## src/rtl/crossbar_out_arbiter.sv

```systemverilog
// Egress-port scheduler: round-robin grant among crossbar points, then forwards the
// owner's AXIS packet until tlast or an idle timeout forces release.
module crossbar_out_arbiter #(
  parameter int          P_PORTS   = 4,
  parameter int          P_SEL_W   = 2,
  parameter logic [15:0] P_TIMEOUT = 16'd1024
) (
  input  logic                   i_clk,
  input  logic                   i_rst_n,
  input  logic [P_PORTS-1:0]     i_trans_req,
  output logic [P_PORTS-1:0]     o_trans_grant,
  input  logic [P_PORTS-1:0]     s_axis_tvalid,
  input  logic [P_PORTS*64-1:0]  s_axis_tdata,
  input  logic [P_PORTS-1:0]     s_axis_tlast,
  input  logic [P_PORTS*8-1:0]   s_axis_tkeep,
  output logic [P_PORTS-1:0]     s_axis_tready,
  output logic                   m_axis_tvalid,
  output logic [63:0]            m_axis_tdata,
  output logic                   m_axis_tlast,
  output logic [7:0]             m_axis_tkeep,
  input  logic                   m_axis_tready,
  output logic                   o_busy,
  output logic [P_SEL_W-1:0]     o_owner,
  output logic                   o_timeout,
  output logic [1:0]             o_dbg_state
);

  // AXIS handshake: a beat transfers on a cycle where tvalid and tready are both
  // high; only the owner's tvalid/tready pair is ever connected to the egress.
  typedef enum logic [1:0] {
    S_IDLE  = 2'd0,
    S_GRANT = 2'd1,
    S_BUSY  = 2'd2
  } state_e;

  state_e             state_q, state_d;
  logic [P_SEL_W-1:0] owner_q, owner_d;
  logic [15:0]        cnt_q, cnt_d;
  logic               timeout_q, timeout_d;
  logic [P_SEL_W-1:0] rr_sel;
  logic               rr_found;
  logic               own_hs;

  assign own_hs = (state_q == S_BUSY) && s_axis_tvalid[owner_q] && m_axis_tready;

  // Search starts one past the last owner so the previous winner goes last.
  always_comb begin
    rr_sel   = owner_q;
    rr_found = 1'b0;
    for (int k = 1; k <= P_PORTS; k++) begin
      if (!rr_found && i_trans_req[(int'(owner_q) + k) % P_PORTS]) begin
        rr_sel   = P_SEL_W'((int'(owner_q) + k) % P_PORTS);
        rr_found = 1'b1;
      end
    end
  end

  always_ff @(posedge i_clk or negedge i_rst_n) begin
    if (!i_rst_n) begin
      state_q   <= S_IDLE;
      owner_q   <= P_SEL_W'(P_PORTS - 1);
      cnt_q     <= '0;
      timeout_q <= 1'b0;
    end else begin
      state_q   <= state_d;
      owner_q   <= owner_d;
      cnt_q     <= cnt_d;
      timeout_q <= timeout_d;
    end
  end

  always_comb begin
    state_d   = state_q;
    owner_d   = owner_q;
    cnt_d     = cnt_q;
    timeout_d = 1'b0;
    case (state_q)
      S_IDLE: begin
        if (|i_trans_req) begin
          owner_d = rr_sel;
          state_d = S_GRANT;
        end
      end
      S_GRANT: begin
        cnt_d   = '0;
        state_d = S_BUSY;
      end
      S_BUSY: begin
        // A handshake always wins over expiry, so a coincident tlast ends normally.
        if (own_hs) begin
          cnt_d = '0;
          if (s_axis_tlast[owner_q]) state_d = S_IDLE;
        end else if (cnt_q == P_TIMEOUT - 16'd1) begin
          timeout_d = 1'b1;
          state_d   = S_IDLE;
        end else if (cnt_q != 16'hffff) begin
          cnt_d = cnt_q + 16'd1;
        end
      end
      default: state_d = S_IDLE;
    endcase
  end

  always_comb begin
    o_trans_grant = '0;
    s_axis_tready = '0;
    m_axis_tvalid = 1'b0;
    m_axis_tdata  = '0;
    m_axis_tlast  = 1'b0;
    m_axis_tkeep  = 8'hff;
    o_busy        = (state_q != S_IDLE);
    o_owner       = owner_q;
    o_timeout     = timeout_q;
    o_dbg_state   = state_q;
    if (state_q == S_GRANT) o_trans_grant[owner_q] = 1'b1;
    if (state_q == S_BUSY) begin
      m_axis_tvalid          = s_axis_tvalid[owner_q];
      m_axis_tdata           = s_axis_tdata[int'(owner_q)*64 +: 64];
      m_axis_tlast           = s_axis_tlast[owner_q];
      m_axis_tkeep           = s_axis_tkeep[int'(owner_q)*8 +: 8];
      s_axis_tready[owner_q] = m_axis_tready;
    end
  end

endmodule
```

## config.mk

```make
export PLATFORM = sky130hd
export DESIGN_NAME = crossbar_out_arbiter
export DESIGN_NICKNAME = d
export VERILOG_FILES = /design/src/rtl/crossbar_out_arbiter.sv
export SDC_FILE = /design/constraint.sdc
export NUM_CORES = 1
export LEC_CHECK = 0
export BUFFER_PORTS_ARGS = -buffer_cell sky130_fd_sc_hd__buf_4
export CAP_MARGIN = 20
export CELL_PAD_IN_SITES_DETAIL_PLACEMENT = 1
export CELL_PAD_IN_SITES_GLOBAL_PLACEMENT = 1
export CORE_AREA = 2 2 152 154
export DETAILED_ROUTE_END_ITERATION = 6
export DIE_AREA = 0 0 154 156
export HOLD_SLACK_MARGIN = 0.12
export PLACE_DENSITY_LB_ADDON = 0.3
export SKIP_LAST_GASP = 1
export SYNTH_ARGS = -nofsm -noshare
export SYNTH_HDL_FRONTEND = slang
export SYNTH_SLANG_ARGS = --single-unit
```

## constraint.sdc

```tcl
create_clock -name i_clk -period 2.45 [get_ports i_clk]
set_input_delay 0.1225 -clock i_clk [delete_from_list [all_inputs] [get_ports i_clk]]
set_output_delay 0.1225 -clock i_clk [all_outputs]
set_load 0.1 [all_outputs]
```

Yosys cells after proc, flatten, opt, wreduce, memory -nomap -nowiden
Cells that the tools add are included.

Output and inout port bits: 88. Memories: 0. Bits in read-only memories: 0. Memory bits (writable): 0. Logic and storage cells: 95. Latch bits: 0. Register bits after elaboration: 21. Bits of input ports: 303.

Multiplexer cells: 43. Add/sub/neg operators: 5. Reduce and logical (&&, ||, !) cells: 21. Eq/ne operators: 9. $mul: 0. Magnitude comparators: 6. Divide/modulo/power cells: 0. Shifts and indexed selects: 2. Bitwise operators: 5.

Operators by type and width (count): variable part select 256 x 9 -> 64 bit (1); 2-to-1 mux 64 bit (1); 2-to-1 mux 16 bit (3); case mux 16 bit (2 select lines) (1); variable part select 32 x 6 -> 8 bit (1); 2-to-1 mux 1 bit (19); adder 16 x 1 -> 16 bit, second input constant (1); == test 16 x 10 -> 1 bit, second input constant (1); < comparator 3 x 4 -> 1 bit, second input constant (4); 2-to-1 mux 2 bit (8); != test 16 bit, second input constant (1); binary-select mux 1 bit (select 2 bit) (6); != test 3 x 2 -> 1 bit, second input constant (3); AND reduction 3 bit (3); 2-to-1 mux 4 bit (2); 2-to-1 mux 8 bit (1); OR reduction 2 bit (4); logical AND 1 bit (6); case mux 2 bit (3 select lines) (1); adder 2 x 1 -> 2 bit, second input constant (2); adder 2 bit, second input constant (2); bitwise AND 1 bit, first input constant (4); bitwise AND 4 bit (1); nonzero test 2 bit (2); 11 further kinds (13).

Logic depth before layout (Yosys ltp)
Word-level depth: 17. Depth in mapped cells: 9. Mapped depth without buffers: 7.

Worst setup path before layout
OpenSTA, ideal clock, no wires.

Kind: reg-to-output. Start point: register state_q[1], in the netlist o_dbg_state[1]. End point: output port m_axis_tdata[43]. Buffers on the path: 3. Slack: -0.406 ns. Arrival time: 2.733 ns. Required time: 2.328 ns. Stages on the path, launching flop included: 6. Cell sequence: dfrtp_1 -> ha_1 -> clkbuf_1 -> clkbuf_1 -> clkbuf_1 -> and2_1.

Longest elaborated chain between the ends: 2.

RTL lines: start, declared (line 36) `state_e state_q, state_d;`; start signal, assigned (line 65) `state_q <= state_d;`; == test 2 bit (line 116) `if (state_q == S_BUSY) begin`; 2-to-1 mux 64 bit (line 116); end, declared (line 18) `output logic [63:0] m_axis_tdata,`.

Every way passes these cells.

Worst setup path after layout
Start point: register owner_q[0], in the netlist o_owner[0]. End point: output port m_axis_tdata[53].

Longest elaborated chain between the ends: 2.

RTL lines: start, declared (line 37) `logic [P_SEL_W-1:0] owner_q, owner_d;`; start signal, assigned (line 61) `owner_q <= P_SEL_W'(P_PORTS - 1);`; start signal, assigned (line 66) `owner_q <= owner_d;`; variable part select 256 x 9 -> 64 bit (line 118) `m_axis_tdata = s_axis_tdata[int'(owner_q)*64 +: 64];`; 2-to-1 mux 64 bit (line 116).

Every way passes these cells.

==> out/results.txt <==
Area leader, netlist: mux4_2
Met1 global-route usage: 21.5%
Worst EP required: 2.33 ns
DRT Pass-1 Iters: 6
Wire per inst: 21.5 um
Area grow syn2layout: 94.9%
1st-iter DRT viols: 204
Layout Nets: 1026
Crit Path Max Fanout: 24
Max rail drop VDD: 0.469 mV
Cell Pwr Density: 1180 nW/um2
Register bit total from synthesis: 21
RSZ-0062 raised after global routing: true
Grt met3 use: 4.17%
Clock latency on the worst-skew pair: 0.26 ns
Die height: 156 um
Clk buf depth: 2
Largest net degree at the start of global routing: 52
GRT Total Usage: 17.0%
Startpoint types: flop
Drt total wl: 21.5 mm
Period utilisation layout: 96.8%
DP Wirelength: 18.3 mm
IO Pins: 391
Clk sink count: 21
Final worst slack: 0.0780 ns
TritonCTS clock tree: built
Cell Rows: 55
Vias in the first global route: 4929
Met2 usage: 30.1%
Syn nets: 651
CTS buffer count: 3
Final setup vio count: 0
Static Leakage: 3.42 nW
Via Count: 4523
First-pass GRT wire length: 30.9 mm
PortBufs: 390
Synth unique cells: 44
Synthesized area per cell: 11.0 um2
Clock slew at reported path FFs: 0.06 ns
Outcome: finished, violations left
Slew Limit Fails: 0
Worst hold path class: in2async
Initial antenna violation count: 3
Critical Path AT: 2.25 ns
Post-synthesis instance total: 339
Synth Cell Area: 3730 um2
Power, Total: 8.56 mW
# DRC: 1
Violated checks: DRC
Most frequent cells in the layout: buf_4, mux4_2, and2_2
Setup crit end kind: output pin
Slew @ Worst Pin: 0.535 ns
Fmax: 422 MHz
CP Class: reg2out
Yosys top cell area share: 45.3%
Syn. warnings: 0
Area of the core: 22400 um2
Placer Congestion: 0.772
Most common cell after layout, fill and taps aside: buf_4
Layout cells sized above 1: 78.8%
Final hold vios: 0
Max_cap viols: 0
# fillers: 2589
Clock Root Buffer: clkbuf_16
H-Tree Depth: 1
Seq/Total Area, Yosys: 14.2%
Max-slew headroom: 64.0%
Remaining global-route overflow: 0
GR peak layer: met2
Post-synthesis async set-or-reset flop share: 100%
Via density: 4.53
Pre-CTS setup slack: 0.257 ns
Post-synth EDFFs: 0
Skew final: 0.00554 ns
Die area: 24000 um2
Initial core utilization: 16.7%
Final min period: 2.37 ns
Die Wd: 154 um
ANT nets after route: 0
Synth Flop Type: dfrtp_1
Dominant cells by area after synthesis: mux4_2, dfrtp_1, and2_1
[state kept, by name, summed over array words and instances (netlist names)]
register and flops:
o_dbg_state 2, cnt_q 16, o_timeout 1, o_owner 2
[worst paths after layout]
path	start	cells past startpoint	to	slack (ns)
min in group i_clk	i_trans_req[2]	4	o_owner[0]	0.35
worst max register to register	o_owner[0]	5	cnt_q[1]	0.21
worst max-delay path	o_owner[0]	4	m_axis_tdata[53]	0.08
max in group asynchronous	i_rst_n	2	o_owner[0]	1.86
worst min register to register	cnt_q[8]	1	cnt_q[8]	0.53
worst min-delay path	i_rst_n	2	cnt_q[4]	0.30
[routing by layer]
metal  wire (um)  vias to the layer above  share of wire [%]
met5           0                        -                  0
met4         215                        0                1.0
met3        1470                       10                6.8
met2       11200                      182                 52
met1        8620                     2245                 40
li1            -                     2086                  -
[critical path, cell delays in order, from the launching register on]
cell	delay (ns)
dfstp_4	0.70
bufbuf_16	0.37
mux4_2	0.51
and2_4	0.17
buf_4	0.23
[through the flow]
| stage | instance area, um2 | setup TNS, ns | util (%) | hold slack [ns] | std cells |
|---|---|---|---|---|---|
| after floorplan | 3850 | -0.435 | - | -0.173 | 339 |
| after global placement | 7130 | 0 | 31.9 | 0.0346 | 992 |
| after detailed placement | 7130 | 0 | 31.9 | 0.0365 | 992 |
| after CTS | 7260 | 0 | 32.5 | 0.316 | 998 |
| after global routing | 7270 | -0.0100 | 32.5 | 0.334 | 999 |
| final | 7270 | 0 | 32.5 | 0.301 | 999 |
[cell usage after synthesis (2+ instances only)]
| cell type | n |
|---|---|
| a211oi_1 | 5 |
| a21o_1 | 2 |
| a21oi_1 | 11 |
| a22o_1 | 3 |
| a31oi_1 | 3 |
| a32o_1 | 2 |
| and2_1 | 70 |
| and3_1 | 10 |
| and4_1 | 2 |
| buf_1 | 2 |
| buf_2 | 12 |
| clkbuf_1 | 17 |
| dfrtp_1 | 19 |
| dfstp_2 | 2 |
| ha_1 | 9 |
| inv_1 | 10 |
| mux2_1 | 2 |
| mux2i_1 | 3 |
| mux4_2 | 75 |
| nand2_1 | 9 |
| nand2b_1 | 9 |
| nand3_1 | 9 |
| nand4_1 | 4 |
| nor2_1 | 10 |
| nor2b_1 | 2 |
| nor4_1 | 3 |
| o21a_1 | 5 |
| o21ai_0 | 11 |
| o21ai_1 | 2 |
| xnor2_1 | 2 |
[report_power, final]
part	switching (mW)	internal, mW	total [mW]
clock	0.135	0.220	0.355
sequential	0.0757	0.417	0.493
combinational	4.98	2.73	7.71
total	5.19	3.37	8.56
[final cells by class]
cell class	instances	area (um2)	area share, %
timing repair buffer	403	3130	43.1
sequential	21	538	7.40
clock inverter	1	5.00	0.0688
clock buffer	3	75.1	1.03
antenna	1	2.50	0.0344
multi-input combinational	275	3120	43.0
tap	285	357	4.91
inverter	10	37.5	0.516
[timing repair]
| action | CTS | global route |
|---|---|---|
| gates cloned | 1 | 0 |
| setup endpoints to repair | 2 | 5 |
| endpoints found under the hold margin | 21 | 0 |
| pin swaps | 0 | 0 |
| buffers inserted | 0 | 0 |
| resized for setup | 1 | 1 |
| hold buffers | 1 | 0 |
[cell families (layout without fill, tap and decap cells)]
family | Yosys count | after routing | synth area share (%)
and+or+nand+nor | 131 | 131 | 20.9
muxes | 81 | 81 | 47.0
AOI/OAI and AO/OA | 52 | 52 | 9.43
buffers and inverters | 43 | 417 | 5.03
DFF | 21 | 21 | 14.2
adders and majority gates | 9 | 9 | 3.02
xor gates and xnor gates | 2 | 2 | 0.470
other | 0 | 1 | 0
Power figures use the tool's default switching activity.
